File: src/rtl/serial_arith_pkg.sv
// Shared types and constants for the bit-serial arithmetic cells.
package serial_arith_pkg;

   typedef enum logic [1:0] {
      IDLE = 2'd0,
      RUN  = 2'd1,
      DONE = 2'd2
   } state_t;

   localparam int SERIAL_WIDTH_DEFAULT = 8;

endpackage

File: src/rtl/full_subtractor.sv
// One-bit full subtractor: d = a - b - bin, bout set when the bit underflows.
module full_subtractor (
   input  logic a,
   input  logic b,
   input  logic bin,
   output logic d,
   output logic bout
);

   assign d    = a ^ b ^ bin;
   assign bout = (~a & b) | (~a & bin) | (b & bin);

endmodule

File: src/rtl/serial_subtractor.sv
// Bit-serial unsigned subtractor: one full-subtractor cell walks the operands
// LSB-first, with valid/ready handshakes on both the operand and result sides.
module serial_subtractor
   import serial_arith_pkg::*;
#(
   parameter int WIDTH = SERIAL_WIDTH_DEFAULT
) (
   input  logic             clk,
   input  logic             rst_n,
   input  logic             start_valid,
   output logic             start_ready,
   input  logic [WIDTH-1:0] a,
   input  logic [WIDTH-1:0] b,
   input  logic             bin,
   output logic [WIDTH-1:0] diff,
   output logic             bout,
   output logic             done_valid,
   input  logic             done_ready,
   output logic             busy
);

   localparam int               CNT_W    = $clog2(WIDTH + 1);
   localparam logic [CNT_W-1:0] CNT_LAST = CNT_W'(WIDTH - 1);

   state_t           state_q;
   logic [WIDTH-1:0] a_sh_q;
   logic [WIDTH-1:0] b_sh_q;
   logic [WIDTH-1:0] diff_q;
   logic [WIDTH-1:0] diff_d;
   logic             borrow_q;
   logic [CNT_W-1:0] cnt_q;
   logic             fs_d;
   logic             fs_bout;

   full_subtractor u_fs (
      .a   (a_sh_q[0]),
      .b   (b_sh_q[0]),
      .bin (borrow_q),
      .d   (fs_d),
      .bout(fs_bout)
   );

   // Each new difference bit enters at the MSB so that after WIDTH shifts
   // the first (LSB) bit has reached position 0.
   generate
      if (WIDTH == 1) begin : g_diff_one
         assign diff_d = fs_d;
      end else begin : g_diff_many
         assign diff_d = {fs_d, diff_q[WIDTH-1:1]};
      end
   endgenerate

   always_ff @(posedge clk or negedge rst_n) begin
      if (!rst_n) begin
         state_q  <= IDLE;
         a_sh_q   <= '0;
         b_sh_q   <= '0;
         diff_q   <= '0;
         borrow_q <= 1'b0;
         cnt_q    <= '0;
      end else begin
         case (state_q)
            IDLE: begin
               if (start_valid) begin
                  a_sh_q   <= a;
                  b_sh_q   <= b;
                  borrow_q <= bin;
                  cnt_q    <= '0;
                  diff_q   <= '0;
                  state_q  <= RUN;
               end
            end
            RUN: begin
               diff_q   <= diff_d;
               a_sh_q   <= a_sh_q >> 1;
               b_sh_q   <= b_sh_q >> 1;
               borrow_q <= fs_bout;
               cnt_q    <= cnt_q + CNT_W'(1);
               if (cnt_q == CNT_LAST) begin
                  state_q <= DONE;
               end
            end
            DONE: begin
               if (done_ready) begin
                  state_q <= IDLE;
               end
            end
            default: state_q <= IDLE;
         endcase
      end
   end

   // Handshake flags come only from the state register, never from inputs.
   assign start_ready = (state_q == IDLE);
   assign done_valid  = (state_q == DONE);
   assign busy        = (state_q != IDLE);
   assign diff        = diff_q;
   assign bout        = borrow_q;

endmodule
File: config.mk
export PLATFORM = sky130hd
export DESIGN_NAME = serial_subtractor
export DESIGN_NICKNAME = d
export VERILOG_FILES = /design/src/rtl/serial_arith_pkg.sv /design/src/rtl/full_subtractor.sv /design/src/rtl/serial_subtractor.sv
export SDC_FILE = /design/constraint.sdc
export NUM_CORES = 1
export LEC_CHECK = 0
export ABC_AREA = 1
export CAP_MARGIN = 5
export CORE_ASPECT_RATIO = 1.2
export CORE_MARGIN = 2
export CORE_UTILIZATION = 35
export CTS_BUF_LIST = sky130_fd_sc_hd__clkbuf_16
export DETAILED_ROUTE_END_ITERATION = 12
export PLACE_DENSITY_LB_ADDON = 0.12
export SYNTH_ARGS = -nofsm -noshare
export SYNTH_HDL_FRONTEND = slang
export SYNTH_SLANG_ARGS = --single-unit
File: constraint.sdc
create_clock -name clk -period 1.6 [get_ports clk]
set_input_delay 0.32 -clock clk [delete_from_list [all_inputs] [get_ports clk]]
set_output_delay 0.32 -clock clk [all_outputs]
set_load 0.03 [all_outputs]
==> impl_table.tex, run 1 <==
\begin{tabular}{lr}
\hline
Metric & Value \\
\hline
\multicolumn{2}{l}{\textbf{Outcome}} \\
\quad Result of the run & finished clean \\
\multicolumn{2}{l}{\textbf{Yosys}} \\
\quad Total nets after synthesis & roughly 190 \\
\quad Asr flop ratio synth & 1.000 \\
\quad Number of flops mapped to enable cells by yosys & 0 \\
\quad Average instance area after synthesis & between 8 and 9 µm² \\
\quad Flops \& latches, synth & 31 \\
\quad Synthesized area & 0.001453 mm² \\
\quad Distinct cells, synth & 22 \\
\quad Instance count of the mapped netlist & 164 \\
\quad Ys Warns & 0 \\
\quad Most used DFF post-synth & sky130\_fd\_sc\_hd\_\_dfrtp\_1 \\
\quad Share of the yosys chip area belonging to registers & 0.5340 \\
\multicolumn{2}{l}{\textbf{Final layout}} \\
\quad Signed area change from the synthesized netlist to the final layout & 34.63\% \\
\quad Number of nets in the layout & 222 \\
\quad Number of antenna repair diodes & 0 \\
\quad Area taken by multi-input logic gates & between 500 and 600 µm² \\
\quad Fraction of the core area covered by cells at the end of the flow & 0.4923 \\
\quad Filler cells & 402 \\
\quad Most frequent cells in the layout & sky130\_fd\_sc\_hd\_\_nand3\_1, sky130\_fd\_sc\_hd\_\_nand2\_1, sky130\_fd\_sc\_hd\_\_dfrtp\_1, sky130\_fd\_sc\_hd\_\_clkdlybuf4s50\_1 \\
\quad Final non-filler cell area & 0.001956 mm² \\
\quad Most common cell after layout, fill and taps aside & sky130\_fd\_sc\_hd\_\_nand3\_1 \\
\quad Share of layout cells above drive strength 1 & 0.1100 \\
\quad Combined flip-flop and latch cell area & 775.7 µm² \\
\multicolumn{2}{l}{\textbf{Floorplan}} \\
\quad Floorplan row count & 25 \\
\quad Die Area & 0.004684 mm² \\
\quad Horizontal die dimension & 62.81 µm \\
\quad Num ports & 33 \\
\quad Starting Density & 0.3657 \\
\quad Vertical die dimension & 74.57 µm \\
\quad CORE AREA & about 0.0040 mm² \\
\multicolumn{2}{l}{\textbf{Drt}} \\
\quad Aggregate routed wire length & 3.233 mm \\
\quad Vias after detailed routing & 1253 \\
\quad Avg Vias per Cell & 4.933 \\
\quad Final routed DRC violation total & 0 \\
\quad Mean routed wirelength per cell & between 10 and 15 µm \\
\quad First drt pass iteration count & 4 \\
\quad Detail Route Antenna Nets & 0 \\
\quad DR iter-0 viols & 85 \\
\multicolumn{2}{l}{\textbf{Timing}} \\
\quad FMAX & between 600 and 700 MHz \\
\quad Worst setup skew after layout & 0.002334 ns \\
\quad Max-slew violation total from the final report & 0 \\
\quad Number of endpoints with negative hold slack in the final report & 0 \\
\quad Slew @ Worst Pin & 0.4031 ns \\
\quad Final period demand of the worst path & 1.569 ns \\
\quad Final setup slack of the worst path & 0.03082 ns \\
\quad Setup repair after global routing missed its margin & yes \\
\quad Period Utilization, post-route & 0.9807 \\
\quad Tightest slew margin relative to the limit & 0.7313 \\
\quad Final setup vio count & 0 \\
\quad Setup TNS after final layout & 0 ns \\
\multicolumn{2}{l}{\textbf{Global routing}} \\
\quad Met2 global-route usage & 0.2664 \\
\quad Most used routing layer & met2 \\
\quad First-pass GRT wire length & 5.506 mm \\
\quad Gr ovfl total & 0 \\
\quad Vias in the first global route & about 1200 \\
\quad Initial antenna violation count & 0 \\
\quad Met1 demand-to-capacity share in global routing & 0.1794 \\
\quad Largest net degree at the start of global routing & 32 \\
\quad Overall global routing resource usage & 0.1551 \\
\quad Global Route met3 Usage & 0.04992 \\
\multicolumn{2}{l}{\textbf{Power}} \\
\quad Leak & 0.9606 nW \\
\quad Power share of the combinational group & 0.359 \\
\quad Sequential Power Share & 0.351 \\
\quad Worst IR drop on VDD & 0.0009120 V \\
\quad Net load switching power & 1.347 mW \\
\quad Areal power density over the cells & 1849 mW/mm² \\
\quad Cell Int Power & 2.269 mW \\
\quad Clock share of power & 0.290 \\
\quad Fraction of power spent switching nets & 0.3726 \\
\multicolumn{2}{l}{\textbf{Worst hold path}} \\
\quad Class of the tightest hold or removal check & in2async \\
\multicolumn{2}{l}{\textbf{Worst setup path}} \\
\quad Kind of launch point of the worst setup path & flop \\
\quad Critical Path RT & $\sim$1.3 ns \\
\quad Highest net fanout along the worst path & 16 \\
\quad Reg-to-reg slack, setup & 0.34 ns \\
\quad Worst R2R End & bout\$\_DFFE\_PN0P\_ \\
\quad Type of the worst setup path & reg2out \\
\quad Endpoint kind of the worst setup timing path & primary output \\
\quad Critical R2R Launch & bout\$\_DFFE\_PN0P\_ \\
\quad Worst path arrival time & 1.25 ns \\
\quad Number of cell instances on the worst register-to-register path & 4 \\
\multicolumn{2}{l}{\textbf{CTS}} \\
\quad Root Buffer Master & sky130\_fd\_sc\_hd\_\_clkbuf\_16 \\
\quad Maximum root-to-sink buffer count & 2 \\
\quad Num CTS Buffers & 5 \\
\quad CTS H-tree depth & 2 \\
\quad TritonCTS sink count & 31 \\
\quad Worst-path clk slew & 0.05 ns \\
\quad Setup Buffers After CTS & 0 \\
\quad Worst skew pair latency & 0.27 ns \\
\quad Clock tree from TritonCTS & done \\
\multicolumn{2}{l}{\textbf{Place}} \\
\quad Post-place instance area & 0.001803 mm² \\
\quad Placer Congestion & 0.7429 \\
\quad DP Wirelength & 2.159 mm \\
\quad Pre-CTS WS & 0.06582 ns \\
\quad Port Buffer Count & 32 \\
\multicolumn{2}{l}{\textbf{Job}} \\
\quad Max-cap violation count & 0 \\
\hline
\end{tabular}
-- worst max-delay path by stage --
stage                                  end              startpoint
after floorplan           bout$_DFFE_PN0P_        bout$_DFFE_PN0P_
after global placement                busy  state_q[0]$_DFFE_PN0P_
after detailed placement              busy  state_q[0]$_DFFE_PN0P_
after CTS                             busy  state_q[0]$_DFFE_PN0P_
after global routing           start_ready  state_q[0]$_DFFE_PN0P_
final                          start_ready  state_q[0]$_DFFE_PN0P_
-- flip-flops by register name, indices dropped and copies added, names as in the netlist --
signal / cells
diff: 8
state_q: 2
bout: 1
b_sh_q: 8
a_sh_q: 8
cnt_q: 4
-- per-stage QoR --
step	power (mW)	hold slack, ns	instances
5_1_grt	3.873	0.4871	254
6_report	3.616	0.4470	254
3_3_place_gp	2.630	0.4709	246
2_1_floorplan	2.228	0.02441	164
4_1_cts	3.657	0.4530	254
3_5_place_dp	2.672	0.4849	246
-- cells by family (layout without fill, tap and decap cells) --
kind of cell,after synthesis,after routing,share of synthesized area
buffers and inverters,20,56,0.08182
DFF,31,31,0.5340
adders and majority gates,2,2,0.02239
AOI/OAI and AO/OA,6,6,0.02325
and+or+nand+nor,104,104,0.3325
xor gates and xnor gates,1,1,0.006030
-- critical path, cell delays in order (launching register included) --
cell,delay [ns]
sky130_fd_sc_hd__dfrtp_1,0.43
sky130_fd_sc_hd__nor2_4,0.13
sky130_fd_sc_hd__buf_4,0.22
sky130_fd_sc_hd__buf_4,0.19
-- cell usage after synthesis, types with 2 or more instances --
library cell	n	area (µm²)
sky130_fd_sc_hd__buf_2	4	20.02
sky130_fd_sc_hd__buf_4	2	15.01
sky130_fd_sc_hd__buf_6	4	45.04
sky130_fd_sc_hd__dfrtp_1	31	775.7
sky130_fd_sc_hd__inv_1	7	26.28
sky130_fd_sc_hd__inv_2	2	7.510
sky130_fd_sc_hd__nand2_1	37	138.9
sky130_fd_sc_hd__nand2_2	2	12.51
sky130_fd_sc_hd__nand3_1	60	300.3
sky130_fd_sc_hd__nor2_1	2	7.510
sky130_fd_sc_hd__o21ai_0	2	10.01
-- area by class of cell --
class / instances / share of cell area
clock inverter: 3 / 0.01983
multi-input combinational: 113 / 0.2853
tap: 54 / 0.03455
clock buffer: 5 / 0.06398
timing repair buffer: 39 / 0.1823
inverter: 9 / 0.01727
sequential: 31 / 0.3967
-- power by group through the flow --
stage               Clock (mW)  Combinational, mW  Sequential (mW)
floorplan                    0              0.798             1.43
global placement             0               1.36             1.27
detailed placement           0               1.39             1.29
CTS                       1.07               1.32             1.28
global route              1.10               1.45             1.32
finish                    1.05               1.30             1.27
-- routing by layer --
| metal | vias up | routed length (µm) |
|---|---|---|
| li1 | 613 | - |
| met1 | 604 | 1429 |
| met2 | 31 | 1585 |
| met3 | 5 | 163 |
| met4 | 0 | 55 |
| met5 | - | 0 |
-- repair_timing --
| action | CTS | global route |
|---|---|---|
| setup endpoints to repair | 10 | 2 |
| gates resized for setup | 10 | 1 |
| hold buffers | 0 | 0 |
No activity file was read; power rests on OpenSTA's default activity.
==> run 2, diff against run 1 <==
--- a/config.mk
+++ b/config.mk
@@ -13,6 +13,7 @@
 export CTS_BUF_LIST = sky130_fd_sc_hd__clkbuf_16
 export DETAILED_ROUTE_END_ITERATION = 12
 export PLACE_DENSITY_LB_ADDON = 0.12
+export REMOVE_ABC_BUFFERS = 1
 export SYNTH_ARGS = -nofsm -noshare
 export SYNTH_HDL_FRONTEND = slang
 export SYNTH_SLANG_ARGS = --single-unit
==> impl_table.tex, run 2 (synthesis results as in run 1) <==
\begin{tabular}{lr}
\hline
Metric & Value \\
\hline
\multicolumn{2}{l}{\textbf{Worst setup path}} \\
\quad Kind of launch point of the worst setup path & flop \\
\quad Number of cell instances on the worst register-to-register path & 5 (+1) \\
\quad Worst path arrival time & 1.19 ns (-0.06 ns) \\
\quad Reg-to-reg slack, setup & 0.29 ns (-0.05 ns) \\
\quad Endpoint kind of the worst setup timing path & primary output \\
\quad Critical Path RT & 1.28 ns (about the same) \\
\quad Highest net fanout along the worst path & 16 (unchanged) \\
\quad Type of the worst setup path & reg2out \\
\quad Worst R2R End & b\_sh\_q[2]\$\_DFFE\_PN0P\_ \\
\quad Critical R2R Launch & state\_q[1]\$\_DFFE\_PN0P\_ \\
\multicolumn{2}{l}{\textbf{Timing}} \\
\quad Slew @ Worst Pin & 0.4097 ns (+0.006605 ns) \\
\quad FMAX & 663.8 MHz (+4.2\%) \\
\quad Hold\_ws & 0.4468 ns (-0.0001410 ns) \\
\quad Tightest slew margin relative to the limit & 0.7265 (-0.004801) \\
\quad Final period demand of the worst path & 1.507 ns (-0.06264 ns) \\
\quad Number of endpoints with negative hold slack in the final report & 0 (unchanged) \\
\quad Setup repair after global routing missed its margin & no \\
\quad Period Utilization, post-route & 0.9416 (-0.03915) \\
\quad Max-slew violation total from the final report & 0 (unchanged) \\
\quad Final setup vio count & 0 (unchanged) \\
\quad Setup TNS after final layout & 0 ns (unchanged) \\
\quad Worst setup skew after layout & 0.005339 ns (+0.003005 ns) \\
\multicolumn{2}{l}{\textbf{Drt}} \\
\quad First drt pass iteration count & 4 (unchanged) \\
\quad Final routed DRC violation total & 0 (unchanged) \\
\quad Aggregate routed wire length & 3.163 mm (-2.2\%) \\
\quad Avg Vias per Cell & 4.996 (+1.3\%) \\
\quad Detail Route Antenna Nets & 0 (unchanged) \\
\quad Mean routed wirelength per cell & 12.45 µm (-2.2\%) \\
\quad DR iter-0 viols & 62 (-27\%) \\
\quad Vias after detailed routing & 1269 (+1.3\%) \\
\multicolumn{2}{l}{\textbf{Global routing}} \\
\quad Gr ovfl total & 0 (unchanged) \\
\quad Initial antenna violation count & 0 (unchanged) \\
\quad Vias in the first global route & 1240 (+0.32\%) \\
\quad Largest net degree at the start of global routing & 32 (unchanged) \\
\quad First-pass GRT wire length & 5.533 mm (+0.49\%) \\
\quad Overall global routing resource usage & 0.1519 (-0.003194) \\
\multicolumn{2}{l}{\textbf{Floorplan}} \\
\quad CORE AREA & 0.003973 mm² (unchanged) \\
\quad Starting Density & 0.3657 (unchanged) \\
\quad Die Area & 0.004684 mm² (unchanged) \\
\quad Horizontal die dimension & 62.81 µm (unchanged) \\
\quad Num ports & 33 (unchanged) \\
\quad Vertical die dimension & 74.57 µm (unchanged) \\
\quad Floorplan row count & 25 (unchanged) \\
\multicolumn{2}{l}{\textbf{Worst hold path}} \\
\quad Class of the tightest hold or removal check & in2async \\
\multicolumn{2}{l}{\textbf{Final layout}} \\
\quad Signed area change from the synthesized netlist to the final layout & 33.51\% \\
\quad Final non-filler cell area & 0.001939 mm² (-0.83\%) \\
\quad Number of nets in the layout & 222 (unchanged) \\
\quad Most common cell after layout, fill and taps aside & sky130\_fd\_sc\_hd\_\_nand3\_1 \\
\quad Fraction of the core area covered by cells at the end of the flow & 0.4882 (-0.004094) \\
\quad Share of layout cells above drive strength 1 & 0.1050 (-0.005000) \\
\quad Number of antenna repair diodes & 0 (unchanged) \\
\quad Most frequent cells in the layout & sky130\_fd\_sc\_hd\_\_nand3\_1, sky130\_fd\_sc\_hd\_\_nand2\_1, sky130\_fd\_sc\_hd\_\_dfrtp\_1, sky130\_fd\_sc\_hd\_\_clkdlybuf4s50\_1, sky130\_fd\_sc\_hd\_\_dlygate4sd2\_1 \\
\multicolumn{2}{l}{\textbf{Job}} \\
\quad Max-cap violation count & 0 (unchanged) \\
\multicolumn{2}{l}{\textbf{Outcome}} \\
\quad Result of the run & finished clean \\
\multicolumn{2}{l}{\textbf{Power}} \\
\quad Worst IR drop on VDD & 0.0006246 V (-32\%) \\
\quad Power share of the combinational group & 0.381 (+0.022) \\
\quad Leak & 0.9543 nW (-0.66\%) \\
\quad Power, Total & 3.446 mW (-4.7\%) \\
\quad Net load switching power & 1.334 mW (-0.97\%) \\
\quad Fraction of power spent switching nets & 0.3872 (+0.01465) \\
\quad Sequential Power Share & 0.367 (+0.016) \\
\quad Clock share of power & 0.251 (-0.039) \\
\quad Cell Int Power & 2.111 mW (-6.9\%) \\
\quad Areal power density over the cells & 1777 mW/mm² (-3.9\%) \\
\multicolumn{2}{l}{\textbf{CTS}} \\
\quad Num CTS Buffers & 5 (unchanged) \\
\quad Worst skew pair latency & 0.27 ns (about the same) \\
\quad Worst-path clk slew & 0.05 ns (about the same) \\
\quad Total of hold buffers inserted after clock tree synthesis & 0 (unchanged) \\
\quad Maximum root-to-sink buffer count & 2 (unchanged) \\
\quad CTS H-tree depth & 2 (unchanged) \\
\quad Clock tree from TritonCTS & done \\
\quad Root Buffer Master & sky130\_fd\_sc\_hd\_\_clkbuf\_16 \\
\quad TritonCTS sink count & 31 (unchanged) \\
\multicolumn{2}{l}{\textbf{Place}} \\
\quad Port Buffer Count & 32 (unchanged) \\
\quad Placer Congestion & 0.7130 (-4.0\%) \\
\quad Post-place instance area & 0.001815 mm² (+0.69\%) \\
\quad DP Wirelength & 2.189 mm (+1.4\%) \\
\hline
\end{tabular}
-- run 2: cell types whose count changed in the layout (fill, tap and decap cells not counted), sizes merged --
cell           change
bufinv             -1
clkbuf             +1
clkdlybuf4s15      -1
inv                +1
-- run 2: metal layers --
| layer | up-vias | global-route usage | part of all wire |
|---|---|---|---|
| met5 | - | 0 | 0 |
| met3 | 4 | 0.03177 | 0.045 |
| met2 | 29 | 0.2712 | 0.52 |
| met4 | 0 | 0.07160 | 0.013 |
| met1 | 619 | 0.1778 | 0.43 |
| li1 | 617 | - | - |
-- run 2: worst max path at each step --
stage                     cells past startpoint               end  slack [ns]              startpoint
final                                         3       start_ready        0.09  state_q[0]$_DFFE_PN0P_
after detailed placement                      3              busy        0.06  state_q[0]$_DFFE_PN0P_
after global placement                        3              busy        0.07  state_q[0]$_DFFE_PN0P_
after floorplan                               4  bout$_DFFE_PN0P_        0.18        bout$_DFFE_PN0P_
after global routing                          3       start_ready        0.03  state_q[0]$_DFFE_PN0P_
after CTS                                     3              busy        0.03  state_q[0]$_DFFE_PN0P_
-- run 2: stage by stage --
| step | worst slack [ns] | instances |
|---|---|---|
| 2_1_floorplan | 0.1779 | 153 |
| 3_3_place_gp | 0.07363 | 246 |
| 3_5_place_dp | 0.06228 | 246 |
| 4_1_cts | 0.02607 | 254 |
| 5_1_grt | 0.03086 | 254 |
| 6_report | 0.09346 | 254 |
-- run 2: power groups by stage --
stage / logic, mW / clock network [mW] / registers, mW
after CTS: 1.34 / 0.884 / 1.27
after floorplan: 0.667 / 0 / 1.43
after global routing: 1.47 / 0.921 / 1.31
final: 1.31 / 0.866 / 1.27
after global placement: 1.38 / 0 / 1.27
after detailed placement: 1.41 / 0 / 1.28
-- run 2: cell type report --
cell class	count	area (µm²)
multi-input combinational	113	558.0
clock inverter	3	11.26
sequential	31	775.7
fill	421	2033
tap	54	67.56
timing repair buffer	39	367.9
inverter	9	33.78
clock buffer	5	125.1
-- run 2: what timing repair did --
action                     in CTS  in global routing
setup buffers                   0                  0
pin swaps                       0                  0
setup endpoints to repair      10                  2
gates resized for setup        10                  3
hold endpoints to repair        0                  0
-- run 2: worst max-delay path, cell delays in order (launching register included) --
cell and delay, ns:
sky130_fd_sc_hd__dfrtp_1 0.42, sky130_fd_sc_hd__nor2_4 0.14, sky130_fd_sc_hd__buf_6 0.17, sky130_fd_sc_hd__buf_4 0.18
==> run 3, diff against run 2 <==
--- a/config.mk
+++ b/config.mk
@@ -12,7 +12,7 @@
 export CORE_UTILIZATION = 35
 export CTS_BUF_LIST = sky130_fd_sc_hd__clkbuf_16
 export DETAILED_ROUTE_END_ITERATION = 12
-export PLACE_DENSITY_LB_ADDON = 0.12
+export PLACE_DENSITY = 0.66
 export REMOVE_ABC_BUFFERS = 1
 export SYNTH_ARGS = -nofsm -noshare
 export SYNTH_HDL_FRONTEND = slang
==> impl_table.tex, run 3 (synthesis results as in run 1) <==
\begin{tabular}{lr}
\hline
Metric & Value \\
\hline
\multicolumn{2}{l}{\textbf{Power}} \\
\quad Leak & 0.9682 nW (+1.5\%) \\
\quad Fraction of power spent switching nets & 0.3805 (-0.006697) \\
\quad Sequential Power Share & 0.364 (-0.003) \\
\quad Worst IR drop on VDD & 0.0007045 V (+13\%) \\
\quad Power share of the combinational group & 0.389 (+0.008) \\
\quad Clock share of power & 0.247 (-0.004) \\
\quad Cell Int Power & 2.159 mW (+2.2\%) \\
\quad Net load switching power & 1.326 mW (-0.61\%) \\
\quad Areal power density over the cells & 1772 mW/mm² (-0.27\%) \\
\multicolumn{2}{l}{\textbf{Place}} \\
\quad Port Buffer Count & 32 (unchanged) \\
\quad Placed Cells & 249 (+1.2\%) \\
\quad Pre-CTS WS & 0.08366 ns (+0.02138 ns) \\
\quad DP Wirelength & 2.158 mm (-1.4\%) \\
\quad Placer Congestion & 0.7523 (+5.5\%) \\
\multicolumn{2}{l}{\textbf{Floorplan}} \\
\quad Vertical die dimension & 74.57 µm (unchanged) \\
\quad Die Area & 0.004684 mm² (unchanged) \\
\quad Floorplan row count & 25 (unchanged) \\
\quad Starting Density & 0.3657 (unchanged) \\
\quad Num ports & 33 (unchanged) \\
\quad Horizontal die dimension & 62.81 µm (unchanged) \\
\quad CORE AREA & 0.003973 mm² (unchanged) \\
\multicolumn{2}{l}{\textbf{Final layout}} \\
\quad Number of nets in the layout & 225 (+1.4\%) \\
\quad Most frequent cells in the layout & sky130\_fd\_sc\_hd\_\_nand3\_1, sky130\_fd\_sc\_hd\_\_nand2\_1, sky130\_fd\_sc\_hd\_\_dfrtp\_1, sky130\_fd\_sc\_hd\_\_clkdlybuf4s50\_1, sky130\_fd\_sc\_hd\_\_buf\_4 \\
\quad Number of antenna repair diodes & 0 (unchanged) \\
\quad Most common cell after layout, fill and taps aside & sky130\_fd\_sc\_hd\_\_nand3\_1 \\
\quad Filler cells & 398 (-5.5\%) \\
\quad Signed area change from the synthesized netlist to the final layout & 35.40\% \\
\quad Final cell count without fillers & 257 (+1.2\%) \\
\quad Share of layout cells above drive strength 1 & 0.1133 (+0.008300) \\
\multicolumn{2}{l}{\textbf{Worst setup path}} \\
\quad Critical path's slowest cell & sky130\_fd\_sc\_hd\_\_dfrtp\_1 \\
\quad Critical Path RT & 1.28 ns (about the same) \\
\quad Kind of launch point of the worst setup path & flop \\
\quad Worst path arrival time & 1.23 ns (+0.04 ns) \\
\quad Highest net fanout along the worst path & 3 (-13) \\
\quad Type of the worst setup path & reg2out \\
\quad Biggest cell delay along the critical path & 0.42 ns (about the same) \\
\quad Endpoint kind of the worst setup timing path & primary output \\
\quad Cells along the critical path & nor2\_4 -> inv\_1 -> clkdlybuf4s15\_1 \\
\multicolumn{2}{l}{\textbf{CTS}} \\
\quad Total of hold buffers inserted after clock tree synthesis & 0 (unchanged) \\
\quad Maximum root-to-sink buffer count & 2 (unchanged) \\
\quad Worst-path clk slew & 0.05 ns (about the same) \\
\quad Num CTS Buffers & 5 (unchanged) \\
\quad TritonCTS sink count & 31 (unchanged) \\
\quad Clock tree from TritonCTS & done \\
\quad CTS H-tree depth & 2 (unchanged) \\
\quad Root Buffer Master & sky130\_fd\_sc\_hd\_\_clkbuf\_16 \\
\quad Worst skew pair latency & 0.27 ns (about the same) \\
\multicolumn{2}{l}{\textbf{Timing}} \\
\quad Max-slew violation total from the final report & 0 (unchanged) \\
\quad Final setup vio count & 0 (unchanged) \\
\quad Setup repair after global routing missed its margin & yes \\
\quad Tightest slew margin relative to the limit & 0.7403 (+0.01381) \\
\quad Period Utilization, post-route & 0.9677 (+0.02610) \\
\quad Hold\_ws & 0.4463 ns (-0.0005050 ns) \\
\quad Final setup slack of the worst path & 0.05169 ns (-0.04177 ns) \\
\quad Final period demand of the worst path & 1.548 ns (+0.04177 ns) \\
\quad FMAX & 645.9 MHz (-2.7\%) \\
\quad Slew @ Worst Pin & 0.3896 ns (-0.02012 ns) \\
\quad Number of endpoints with negative hold slack in the final report & 0 (unchanged) \\
\quad Worst setup skew after layout & 0.001634 ns (-0.003704 ns) \\
\multicolumn{2}{l}{\textbf{Drt}} \\
\quad Mean routed wirelength per cell & 11.90 µm (-4.4\%) \\
\quad Avg Vias per Cell & 4.848 (-3.0\%) \\
\quad Vias after detailed routing & 1246 (-1.8\%) \\
\quad DR iter-0 viols & 54 (-13\%) \\
\quad Detail Route Antenna Nets & 0 (unchanged) \\
\quad Aggregate routed wire length & 3.058 mm (-3.3\%) \\
\quad Final routed DRC violation total & 0 (unchanged) \\
\quad First drt pass iteration count & 4 (unchanged) \\
\multicolumn{2}{l}{\textbf{Global routing}} \\
\quad Largest net degree at the start of global routing & 32 (unchanged) \\
\quad First-pass GRT wire length & 5.402 mm (-2.4\%) \\
\quad Gr ovfl total & 0 (unchanged) \\
\quad Initial antenna violation count & 0 (unchanged) \\
\quad Overall global routing resource usage & 0.1514 (-0.0005897) \\
\quad Vias in the first global route & 1163 (-6.2\%) \\
\multicolumn{2}{l}{\textbf{Job}} \\
\quad Max-cap violation count & 0 (unchanged) \\
\multicolumn{2}{l}{\textbf{Worst hold path}} \\
\quad Class of the tightest hold or removal check & in2async \\
\multicolumn{2}{l}{\textbf{Outcome}} \\
\quad Result of the run & finished clean \\
\hline
\end{tabular}
[run 3: cell count changes in the layout (fill, tap and decap cells not counted), sizes merged]
cell           before  now
clkbuf              6    5
buf                 9   12
clkdlybuf4s15       0    1
[run 3: area by class of cell]
class | count | area [µm²] | area share
Sequential cell | 31 | 775.7 | 0.3944
Multi-Input combinational cell | 113 | 558.0 | 0.2837
Timing Repair Buffer | 42 | 395.4 | 0.2010
Clock buffer | 5 | 125.1 | 0.06361
Tap cell | 54 | 67.56 | 0.03435
Inverter | 9 | 33.78 | 0.01718
Clock inverter | 3 | 11.26 | 0.005725
[run 3: routing by layer]
| layer | vias to the layer above | share of wire | track usage |
|---|---|---|---|
| li1 | 622 | - | - |
| met2 | 30 | 0.47 | 0.2354 |
| met4 | 0 | 0.021 | 0.07407 |
| met3 | 6 | 0.047 | 0.04387 |
| met5 | - | 0 | 0 |
| met1 | 588 | 0.47 | 0.1967 |
[run 3: final timing paths]
| kind | start | to | slack, ns | depth (start not counted) |
|---|---|---|---|---|
| max in group asynchronous | rst_n | diff[3]$_DFFE_PN0P_ | 0.87 | 2 |
| worst min register to register | b_sh_q[6]$_DFFE_PN0P_ | b_sh_q[5]$_DFFE_PN0P_ | 0.49 | 2 |
| worst min-delay path | rst_n | bout$_DFFE_PN0P_ | 0.45 | 2 |
| worst max register to register | bout$_DFFE_PN0P_ | bout$_DFFE_PN0P_ | 0.36 | 4 |
| min in group clk | b_sh_q[6]$_DFFE_PN0P_ | b_sh_q[5]$_DFFE_PN0P_ | 0.49 | 2 |
| worst max-delay path | state_q[0]$_DFFE_PN0P_ | busy | 0.05 | 3 |
[run 3: critical path: cells and delay by family (launching register included)]
kind | cells | cell delay, ns
AND/OR/NAND/NOR | 1 | 0.13
buffers and inverters | 2 | 0.41
flip-flops | 1 | 0.42
[run 3: power groups by stage]
stage,Combinational [mW],Sequential (mW),Clock [mW]
2_1_floorplan,0.667,1.43,0
3_3_place_gp,1.42,1.27,0
3_5_place_dp,1.44,1.29,0
4_1_cts,1.37,1.27,0.880
5_1_grt,1.52,1.31,0.919
6_report,1.36,1.27,0.860
[run 3: through the flow]
| stage | power (mW) | setup TNS [ns] | util | cell area [µm²] |
|---|---|---|---|---|
| 2_1_floorplan | 2.098 | 0 | - | 1368 |
| 3_3_place_gp | 2.692 | 0 | 0.4627 | 1838 |
| 3_5_place_dp | 2.727 | 0 | 0.4627 | 1838 |
| 4_1_cts | 3.525 | 0 | 0.4939 | 1962 |
| 5_1_grt | 3.752 | -0.007630 | 0.4951 | 1967 |
| 6_report | 3.485 | 0 | 0.4951 | 1967 |
[run 3: what timing repair did]
item | CTS | global route
cloned | 0 | 0
buffers inserted | 0 | 0
hold endpoints to repair | 0 | 0
setup endpoints to repair | 10 | 2
resized for setup | 10 | 2
